--- config.mk ---
export PLATFORM = sky130hd
export DESIGN_NAME = adc_mux_emu
export DESIGN_NICKNAME = d
export VERILOG_FILES = /design/src/rtl/adc_mux_emu.sv
export SDC_FILE = /design/constraint.sdc
export NUM_CORES = 1
export LEC_CHECK = 0
export ABC_AREA = 1
export ABC_CLOCK_PERIOD_IN_PS = 1800
export CORE_MARGIN = 4
export CORE_UTILIZATION = 49
export DETAILED_ROUTE_END_ITERATION = 8
export PLACE_DENSITY = 0.76
export SLEW_MARGIN = 20
export SYNTH_ARGS = -nofsm -noshare
export SYNTH_HDL_FRONTEND = slang
export SYNTH_SLANG_ARGS = --single-unit
--- constraint.sdc ---
create_clock -name MCLK -period 1.8 [get_ports MCLK]
set_clock_uncertainty 0.1 [all_clocks]
set_input_delay 0.18 -clock MCLK [delete_from_list [all_inputs] [get_ports MCLK]]
set_output_delay 0.18 -clock MCLK [all_outputs]
set_load 0.05 [all_outputs]
--- src/rtl/adc_mux_emu.sv ---
// adc_mux_emu: 8-channel SAR ADC emulation for the trackstick positions.
// Optional centre dead-zone on the sampled value: define ADC_DEADZONE_EN.
module adc_mux_emu #(
  parameter int CONV_CYC = 96,
  parameter int NCH      = 4,
  parameter int DZ       = 6
) (
  input  logic       MCLK,
  input  logic       RESET,
  input  logic [7:0] CH0,
  input  logic [7:0] CH1,
  input  logic [7:0] CH2,
  input  logic [7:0] CH3,
  input  logic       CS,
  input  logic       WR,
  input  logic       RD,
  input  logic [2:0] ADDR,
  output logic [7:0] DOUT,
  output logic       EOC,
  output logic       BUSY
);

  typedef enum logic [1:0] {
    IDLE,
    SAMPLE,
    CONVERT,
    DONE
  } state_t;

  localparam logic [9:0] CNT_INIT = 10'(CONV_CYC - 2);
  localparam logic signed [8:0] DZ_S = 9'(DZ);

  state_t     state;
  logic       wr_hist;
  logic       start;
  logic [2:0] addr_q;
  logic [9:0] cnt;
  logic [7:0] hold;
  logic [7:0] result;
  logic [7:0] raw;
  logic [7:0] samp;

  // Snap values within the dead-zone band around centre to 8'h80.
  function automatic logic [7:0] dz_fix(input logic [7:0] v);
    logic signed [8:0] d;
    d = $signed({1'b0, v}) - 9'sd128;
    if (d <= DZ_S && d >= -DZ_S) return 8'h80;
    return v;
  endfunction

  assign start = CS & WR & ~wr_hist;

  // One-cycle history of the write strobe so held strobes start once.
  always_ff @(posedge MCLK or negedge RESET) begin
    if (!RESET) wr_hist <= 1'b0;
    else        wr_hist <= CS & WR;
  end

  // Channel mux on the latched address; dead channels read full scale.
  always_comb begin
    raw = 8'hFF;
    if (int'(addr_q) < NCH) begin
      unique case (addr_q)
        3'd0:    raw = CH0;
        3'd1:    raw = CH1;
        3'd2:    raw = CH2;
        3'd3:    raw = CH3;
        default: raw = 8'hFF;
      endcase
    end
  end

`ifdef ADC_DEADZONE_EN
  assign samp = dz_fix(raw);
`else
  assign samp = raw;
`endif

  // Conversion FSM; a start edge in any state (re)enters SAMPLE.
  always_ff @(posedge MCLK or negedge RESET) begin
    if (!RESET) begin
      state  <= IDLE;
      EOC    <= 1'b1;
      BUSY   <= 1'b0;
      result <= 8'h80;
      addr_q <= 3'd0;
      cnt    <= 10'd0;
      hold   <= 8'h80;
    end else if (start) begin
      addr_q <= ADDR;
      state  <= SAMPLE;
      EOC    <= 1'b0;
      BUSY   <= 1'b1;
    end else begin
      unique case (state)
        SAMPLE: begin
          hold  <= samp;
          cnt   <= CNT_INIT;
          state <= CONVERT;
        end
        CONVERT: begin
          if (cnt == 10'd0) begin
            result <= hold;
            state  <= DONE;
            EOC    <= 1'b1;
            BUSY   <= 1'b0;
          end else begin
            cnt <= cnt - 10'd1;
          end
        end
        default: begin
        end
      endcase
    end
  end

  // Registered read port; idles at zero when not selected.
  always_ff @(posedge MCLK or negedge RESET) begin
    if (!RESET)        DOUT <= 8'h00;
    else if (CS && RD) DOUT <= result;
    else               DOUT <= 8'h00;
  end

endmodule

After elaboration in Yosys (flattened, before gate mapping)
Cells that the tools add are included.
Widths: inputs -> output; s select.
{"block": "classes", "muxes": 14, "reduce_logical": 12, "bitwise_logic": 4, "n_addsub": 1, "order_cmp": 1, "eq_ne": 7}
{"operator": "$pmux 8 s4", "n": 1}
{"operator": "$pmux 10 s2", "n": 1}
{"operator": "$mux 8", "n": 2}
{"operator": "$logic_not 10->1", "n": 1}
{"operator": "$mux 10", "n": 1}
{"operator": "$sub 10x1->10 const B", "n": 1}
{"operator": "$eq 3x2->1 const B", "n": 2}
{"operator": "$mux 1", "n": 6}
{"operator": "$reduce_and 2->1", "n": 3}
{"operator": "$reduce_and 3->1", "n": 2}
{"operator": "$reduce_bool 2->1", "n": 3}
{"operator": "$mux 2", "n": 2}
{"operator": "$pmux 2 s2", "n": 1}
{"operator": "$eq 3x1->1 const B", "n": 1}
{"operator": "$logic_not 3->1", "n": 1}
{"operator": "$lt 3x3->1 const B", "n": 1}
{"operator": "$ne 3x3->1 const B", "n": 1}
{"operator": "$reduce_bool 3->1", "n": 1}
{"operator": "$and 1x1->1", "n": 2}
{"operator": "$eq 2x1->1 const B", "n": 1}
{"operator": "$eq 2x2->1 const B", "n": 1}
{"operator": "$ne 2x2->1 const B", "n": 1}
{"operator": "$not 1->1", "n": 2}
{"operator": "$logic_and 1x1->1", "n": 1}
{"block": "totals", "out_inout_bits": 10, "input_bits": 40, "word_cells": 48, "reg_bits": 42}

Longest topological paths before layout
Gate-level depths: netlist (run 1).
{"block": "depth", "word_depth": 4, "depth_mapped": 10, "ltp_nobuf": 10}

Worst setup path before layout (run 1)
OpenSTA, ideal clock, no wires.
{"block": "synth_path", "path_kind": "register to register", "startpoint": "register cnt[0]", "endpoint": "register BUSY", "slack_ps": 170, "t_required_ps": 1580, "arrival_time_ps": 1410, "synth_period_minus_slack_ps": 1630, "stages_incl_launch_ff": 11, "cell_sequence": "dfrtp_1 inv_1 ha_1 inv_2 nor2_4 nand3_2 nor2_4 nand2_4 buf_6 o21ai_0 inv_1"}
{"block": "synth_via", "elab_chain_cells": 3}
{"item": "start: declaration", "line": "37", "text": "logic [9:0] cnt;"}
{"item": "start signal: assignment", "line": "108", "text": "cnt <= cnt - 10'd1;"}
{"item": "$logic_not 10->1", "line": "102", "text": "if (cnt == 10'd0) begin"}
{"item": "$reduce_bool 2->1 (no line)"}
{"item": "$reduce_and 2->1 (no line)"}
{"item": "end signal: assignment", "line": "84", "text": "BUSY <= 1'b0;"}
{"item": "end signal: assignment", "line": "93", "text": "BUSY <= 1'b1;"}
{"item": "end signal: assignment", "line": "106", "text": "BUSY <= 1'b0;"}
{"item": "end: declaration", "line": "20", "text": "output logic BUSY"}
Every way passes these cells.
A chain may end at the register's enable or synchronous reset.

Worst setup path in the final report (run 1)
{"block": "layout_path", "startpoint": "register cnt[0]", "endpoint": "register cnt[5]"}
{"block": "layout_via", "elab_chain_cells": 3, "elab_cells_between_ends": 6}
{"item": "$sub 10x1->10 / $logic_not 10->1 (equally long branches)", "line": "108, 102"}
{"item": "$mux 10 / $ne 2x2->1 (equally long branches)"}
{"item": "$pmux 10 s2 / $reduce_and 3->1 (equally long branches)"}
Several ways; a longest one is shown, not always the timed one. The select of a mux whose other input is x is not followed.

==> out/metrics.yaml, run 1 <==
outcome:
  status: "complete, no violations"
worst_setup_path:
  cp_slowest_cell: "dfrtp_1"
  rrSetupSlack_ns: 0.03
  critical_path.reg2reg.startpoint: "cnt[0]$_DFFE_PN0P_"
  r2r_end: "cnt[5]$_DFFE_PN0P_"
  worstPathArrival_ns: 1.85
  cp_cell_sequence: "inv_2 > ha_4 > inv_4 > nor2_4 > nand3_4 > nor2_4 > nor2_4 > nor2_4 > o21ai_0"
  crit_type: "flop to flop"
  critPathCaptureType: "flop"
  crit_required_ns: 1.88
  max_stage_delay_ns: 0.41
  path_max_fanout: 7
  cell_type_with_the_highest_occurrence_count_on_the_critical_path: "nor2_4"
  critPathLaunchType: "flop"
  reg2regPathDepth: 9
route:
  first_iter_violations: 60
  ant_nets: 0
  remaining_design_rule_violation_count: 0
  firstDrtPassIters: 4
  totalWireLength_microns: 4460
  detailroute.via_count: 1818
  viasPerCell: 4.91
  drt-wirelength-per-cell_microns: 12.1
placed_design:
  place.gp.congestion: 0.829
  port-buffer-count: 49
  dp.cells: 357
  place_hpwl_microns: 3450
  postPlaceCellArea_sq_um: 2660
power:
  power_leakage_nw: 1.29
  power_per_cell_area_nw_per_um2: 1250
  power.ir.vdd_worst_mv: 0.504
floorplanning:
  die-area_sq_um: 5360
  core_area_sq_um: 4060
  ios: 50
  rows: 23
  die_w_microns: 73.2
  start_util: 0.514
  die_height_microns: 73.2
grt:
  grt_remaining_overflow: 0
  grt_max_degree: 23
  track_usage: 0.186
  vias_in_the_first_global_route: 1845
  initial_antenna_violation_count: 0
  grt_pass1_wl_microns: 7680
sta:
  fin_hold_ws_ns: 0.274
  number_of_pins_with_negative_max_slew_slack_in_the_final_report: 0
  achievable-frequency_ghz: 0.565
  slew_headroom: 0.652
  grt_setup_unrepaired: "true"
  tightestPinTransition_ns: 0.519
  hold_viol_final: 0
  period_needed_ns: 1.77
  setup-tns-final_ns: 0
  final-setup-viol-count: 0
  period_share: 0.983
final_layout:
  final_cell_mix: "nand2_1 (71), clkdlybuf4s50_1 (47), dfrtp_1 (39), nor2_1 (34), inv_1 (31)"
  final_layout_size_suffix_gt1_frac: 0.131
  final-instance-count-excl-fill: 370
  finalNetCount: 360
  postLayoutCellArea_sq_um: 2820
  layout.cells.most_common: "nand2_1"
  areaGrowthSynthToFinish_pct: 35.4
  antenna_cells: 0
logic_synthesis:
  synth_fp_nets: 297
  synth-warning-count: 0
  yosys_register_bits: 42
  synth.yosys.seq_area_share: 0.506
  synth_cell_types: 25
  syn_area_sq_um: 2080
  syn_area_per_cell_sq_um: 8.14
  syn-instance-count: 256
clocking:
  cts.sink_count: 42
  worstSkewPairLatency_ns: 0.29
  cts_tree: "yes"
  clk_pin_slew_ns: 0.08
  clockBufferDepth: 2
  ctsRootBufferMaster: "clkbuf_8"
  htree_num_levels: 2
  cts_made_buffers: 5
flow_run:
  max_cap_viol_count: 0
min_path:
  hold_class: "input pin to async pin"
## logic make-up (layout without fill, tap and decap cells)
group                      after synthesis  after routing  share of synthesized area
DFF                                     42             42                      0.506
and+or+nand+nor                        144            144                      0.333
buffers and inverters                   36            100                     0.0690
xor gates and xnor gates                 2              2                    0.00840
AOI/OAI and AO/OA                       31             31                     0.0780
adders and majority gates                1              1                    0.00600
## worst max-delay path by stage
stage	from	end	slack, ns	depth (start not counted)
CTS	cnt[0]$_DFFE_PN0P_	result[6]$_DFFE_PN0P_	0.02	9
floorplan	cnt[0]$_DFFE_PN0P_	BUSY$_DFFE_PN0P_	0.17	10
detailed placement	cnt[0]$_DFFE_PN0P_	cnt[1]$_DFFE_PN0P_	0.04	8
global placement	cnt[0]$_DFFE_PN0P_	cnt[1]$_DFFE_PN0P_	0.10	8
global route	cnt[0]$_DFFE_PN0P_	cnt[7]$_DFFE_PN0P_	-0.06	10
finish	cnt[0]$_DFFE_PN0P_	cnt[5]$_DFFE_PN0P_	0.03	9
## synth_stat cells (all sizes together)
master	n	area share
nand2	74	0.14
nor2	44	0.12
dfrtp	39	0.47
inv	34	0.061
o21ai	18	0.043
nand3	14	0.036
a21oi	10	0.024
nor3	6	0.024
nand4	5	0.015
dfstp	3	0.038
a22oi	2	0.0072
buf	2	0.0078
and2	1	0.0030
ha	1	0.0060
o21a	1	0.0036
xnor2	1	0.0042
xor2	1	0.0042
## sequential cells by signal, summed over array words and instances, names as in the netlist
name,flops
DOUT,8
state,2
wr_hist,1
hold,8
EOC,1
addr_q,3
cnt,10
BUSY,1
result,8
## layout make-up
class | instances | area (sq um)
well taps | 50 | 62.6
clock buffers | 7 | 86.3
fillers | 330 | 1230
clock inverters | 1 | 8.76
inverters | 34 | 130
repair buffers | 58 | 566
flip-flops and latches | 42 | 1050
multi-input cells | 178 | 915
## metrics by stage
| stage | worst slack, ns | total power [mW] | utilization |
|---|---|---|---|
| floorplan | 0.170 | 2.38 | - |
| global placement | 0.102 | 2.74 | 0.655 |
| detailed placement | 0.0393 | 2.78 | 0.655 |
| CTS | 0.0185 | 3.44 | 0.681 |
| global route | -0.0588 | 3.79 | 0.696 |
| finish | 0.0314 | 3.53 | 0.696 |
## critical path: cells and delay by family (launching register included)
| family | cells | cell delay, ns |
|---|---|---|
| flops | 1 | 0.41 |
| buf+inv | 2 | 0.15 |
| compound gates | 1 | 0.11 |
| simple gates | 5 | 0.72 |
| fa+ha+maj | 1 | 0.16 |
## metal layers
metal	global-route usage	share of wire	vias to the layer above
li1	-	-	928
met1	0.197	0.42	824
met2	0.329	0.49	60
met3	0.0661	0.074	6
met4	0.0799	0.017	0
met5	0	0	-
## power by group
group	internal (mW)	switching, mW	total [mW]
logic	0.569	0.868	1.44
clock network	0.317	0.324	0.641
registers	1.25	0.207	1.45
## what timing repair did
action                                  in CTS  in global routing
setup buffers                                0                  4
resized for setup                            1                  7
hold buffers                                 1                  0
pin swaps                                    0                  5
hold endpoints to repair                    20                  0
endpoints found under the setup margin       2                 18
(Power assumes the default switching activity.)
==> run 2, diff against run 1 <==
- ABC_AREA: 1 -> 0
- PLACE_DENSITY: 0.76 -> 0.77
==> out/metrics.yaml, run 2 <==
outcome:
  status: "finished, violations left"
  failed_checks: "setup timing"
sta:
  setup-tns-final_ns: -0.210
  hold_viol_final: 0
  number_of_pins_with_negative_max_slew_slack_in_the_final_report: 0
  tightestPinTransition_ns: 0.518
  period_share: 1.02
  slack_of_the_critical_path_ns: -0.0448
  final-setup-viol-count: 8
  period_needed_ns: 1.84
  grt_setup_unrepaired: "true"
  achievable-frequency_ghz: 0.542
  slew_headroom: 0.654
grt:
  global_route.usage.met3: 0.0485
  initial_antenna_violation_count: 0
  track_usage: 0.212
  grt_pass1_wl_microns: 8330
  grt_max_degree: 43
  top_usage_layer: "met2"
  use_met2: 0.359
  globalRouteMet1Util: 0.267
  vias_in_the_first_global_route: 1767
  grt_remaining_overflow: 0
logic_synthesis:
  syn_area_per_cell_sq_um: 11.1
  synth-warning-count: 0
  async_flop_share: 1.00
  synthMuxAreaShare: 0.144
  synth_simple_gate_area_share: 0.207
  synth_top_area_cell: "dfrtp_1"
  synth_xor_area_frac: 0
  edff_count_synth: 0
  synth_adder_area_share: 0.00621
  yosys_register_bits: 42
  synth_fp_nets: 222
  synth_compound_gate_area_share: 0.0975
  synth.yosys.seq_area_share: 0.523
  yosysMostFrequentCell: "dfrtp_1"
  dominant_combinational_cell_family_by_area_after_synthesis: "simple AND/OR/NAND/NOR gates"
  synth_largest_type_area_fraction: 0.484
  syn_area_sq_um: 2020
  synth_cell_types: 39
  synthTopCellsByCount: "dfrtp_1 (39), nand2_1 (29), o21ai_0 (15)"
  syn-instance-count: 181
  synth.top_cells.by_area: "dfrtp_1 (48%), mux4_2 (8.9%), nand2_1 (5.4%)"
  synthFlopType: "dfrtp_1"
clocking:
  worstSkewPairLatency_ns: 0.30
  cts_made_buffers: 5
  ctsRootBufferMaster: "clkbuf_8"
  htree_num_levels: 2
  clk_pin_slew_ns: 0.08
  clockBufferDepth: 2
  cts.sink_count: 42
  cts_tree: "yes"
power:
  power_leakage_nw: 1.33
  power.share.switching: 0.288
  power.internal_mw: 2.04
  power_switching_uw: 826
  power.ir.vdd_worst_mv: 0.755
  p_comb_frac: 0.265
  clock_power_frac: 0.310
  seqPwrFrac: 0.425
  power_per_cell_area_nw_per_um2: 974
floorplanning:
  die_height_microns: 72.1
  die_w_microns: 72.1
  ios: 50
  core_area_sq_um: 4000
  die-area_sq_um: 5200
  start_util: 0.504
  rows: 23
final_layout:
  antenna_cells: 0
  finalNetCount: 298
  final_cell_mix: "clkdlybuf4s50_1 (46), dfrtp_1 (39), nand2_1 (29), buf_4 (28), o21ai_0 (12)"
  areaGrowthSynthToFinish_pct: 46.2
  final.fill_count: 261
  largest-register: "cnt"
  multi_input_comb_area_sq_um: 976
  final_layout_size_suffix_gt1_frac: 0.275
  seq_area_sq_um: 1050
  largest_register_ff_count: 10
  layout.cells.most_common: "clkdlybuf4s50_1"
route:
  remaining_design_rule_violation_count: 0
  viasPerCell: 5.60
  drt-wirelength-per-cell_microns: 16.6
  detailroute.via_count: 1726
  first_iter_violations: 96
  firstDrtPassIters: 4
  totalWireLength_microns: 5100
  ant_nets: 0
placed_design:
  port-buffer-count: 49
  place.gp.congestion: 0.903
  place_ws_ns: -0.0800
  place_hpwl_microns: 3500
worst_setup_path:
  crit_required_ns: 1.89
  critPathLaunchType: "flop"
  critPathCaptureType: "flop"
  path_max_fanout: 9
  crit_type: "flop to flop"
  worstPathArrival_ns: 1.93
flow_run:
  max_cap_viol_count: 0
min_path:
  hold_class: "input pin to flop"
==> run 2: cell count changes in the layout (fill, tap and decap cells not counted), moves of 4 or more <==
cell and change:
inv_1 -29, mux4_2 +8, nor2_1 -28, buf_4 +20
nand2_1 -42, mux2_2 +5, nand3_1 -10, nor2_4 -10
a21oi_1 -4, nand3b_1 +5, and3_1 +8
==> run 2: power by group through the flow <==
stage / Sequential [mW] / Clock [mW] / Combinational, mW
final: 1.22 / 0.891 / 0.761
after global routing: 1.24 / 0.944 / 0.835
after CTS: 1.21 / 0.903 / 0.743
after detailed placement: 1.22 / 0 / 0.712
after global placement: 1.21 / 0 / 0.692
after floorplan: 1.19 / 0 / 0.408
==> run 2: metal layers <==
| layer | part of all wire | up-vias |
|---|---|---|
| li1 | - | 807 |
| met2 | 0.51 | 63 |
| met3 | 0.053 | 10 |
| met1 | 0.42 | 846 |
| met5 | 0 | - |
| met4 | 0.016 | 0 |
==> run 2: worst paths after layout <==
check	from	end	depth (start not counted)	slack, ns
max	cnt[6]$_DFFE_PN0P_	result[6]$_DFFE_PN0P_	4	-0.04
min	ADDR[1]	addr_q[1]$_DFFE_PN0P_	3	0.30
max reg2reg	cnt[6]$_DFFE_PN0P_	result[6]$_DFFE_PN0P_	4	-0.04
min reg2reg	hold[7]$_DFFE_PN1P_	hold[7]$_DFFE_PN1P_	2	0.37
max in group asynchronous	RESET	result[7]$_DFFE_PN1P_	3	0.84
min in group asynchronous	RESET	hold[6]$_DFFE_PN0P_	3	0.39
==> run 2: critical path, cell delays in order, from the launching register on <==
cell and delay [ns]:
dfrtp_1 0.39, or4_4 0.57, nor3_4 0.19, buf_12 0.16
mux2_2 0.33
==> run 2: cell type report <==
type                       instances  area share
timing repair buffer              77       0.239
clock buffer                       5      0.0233
tap                               50      0.0212
inverter                           3     0.00382
clock inverter                     3      0.0233
multi-input combinational        128       0.331
sequential                        42       0.358
==> run 2: cells by family after synthesis <==
group | count (synthesis)
mux | 18
simple gates | 78
compound gates | 31
buf+inv | 11
fa+ha+maj | 1
flops | 42
==> run 2: repair_timing <==
item | in CTS | in global routing
endpoints found under the setup margin | 12 | 17
gates resized for setup | 5 | 9
hold endpoints to repair | 39 | 0
hold buffers | 1 | 0
pin swaps | 3 | 5
buffers inserted | 0 | 1
==> run 2: metrics by stage <==
stage	hold slack (ns)	cell area, sq um	utilization	instances	power (mW)
final	0.297	2950	0.737	308	2.87
after global routing	0.303	2950	0.737	308	3.02
after CTS	0.298	2910	0.728	307	2.86
after detailed placement	0.170	2750	0.687	298	1.93
after global placement	0.168	2750	0.687	298	1.91
after floorplan	-0.216	2030	-	181	1.60
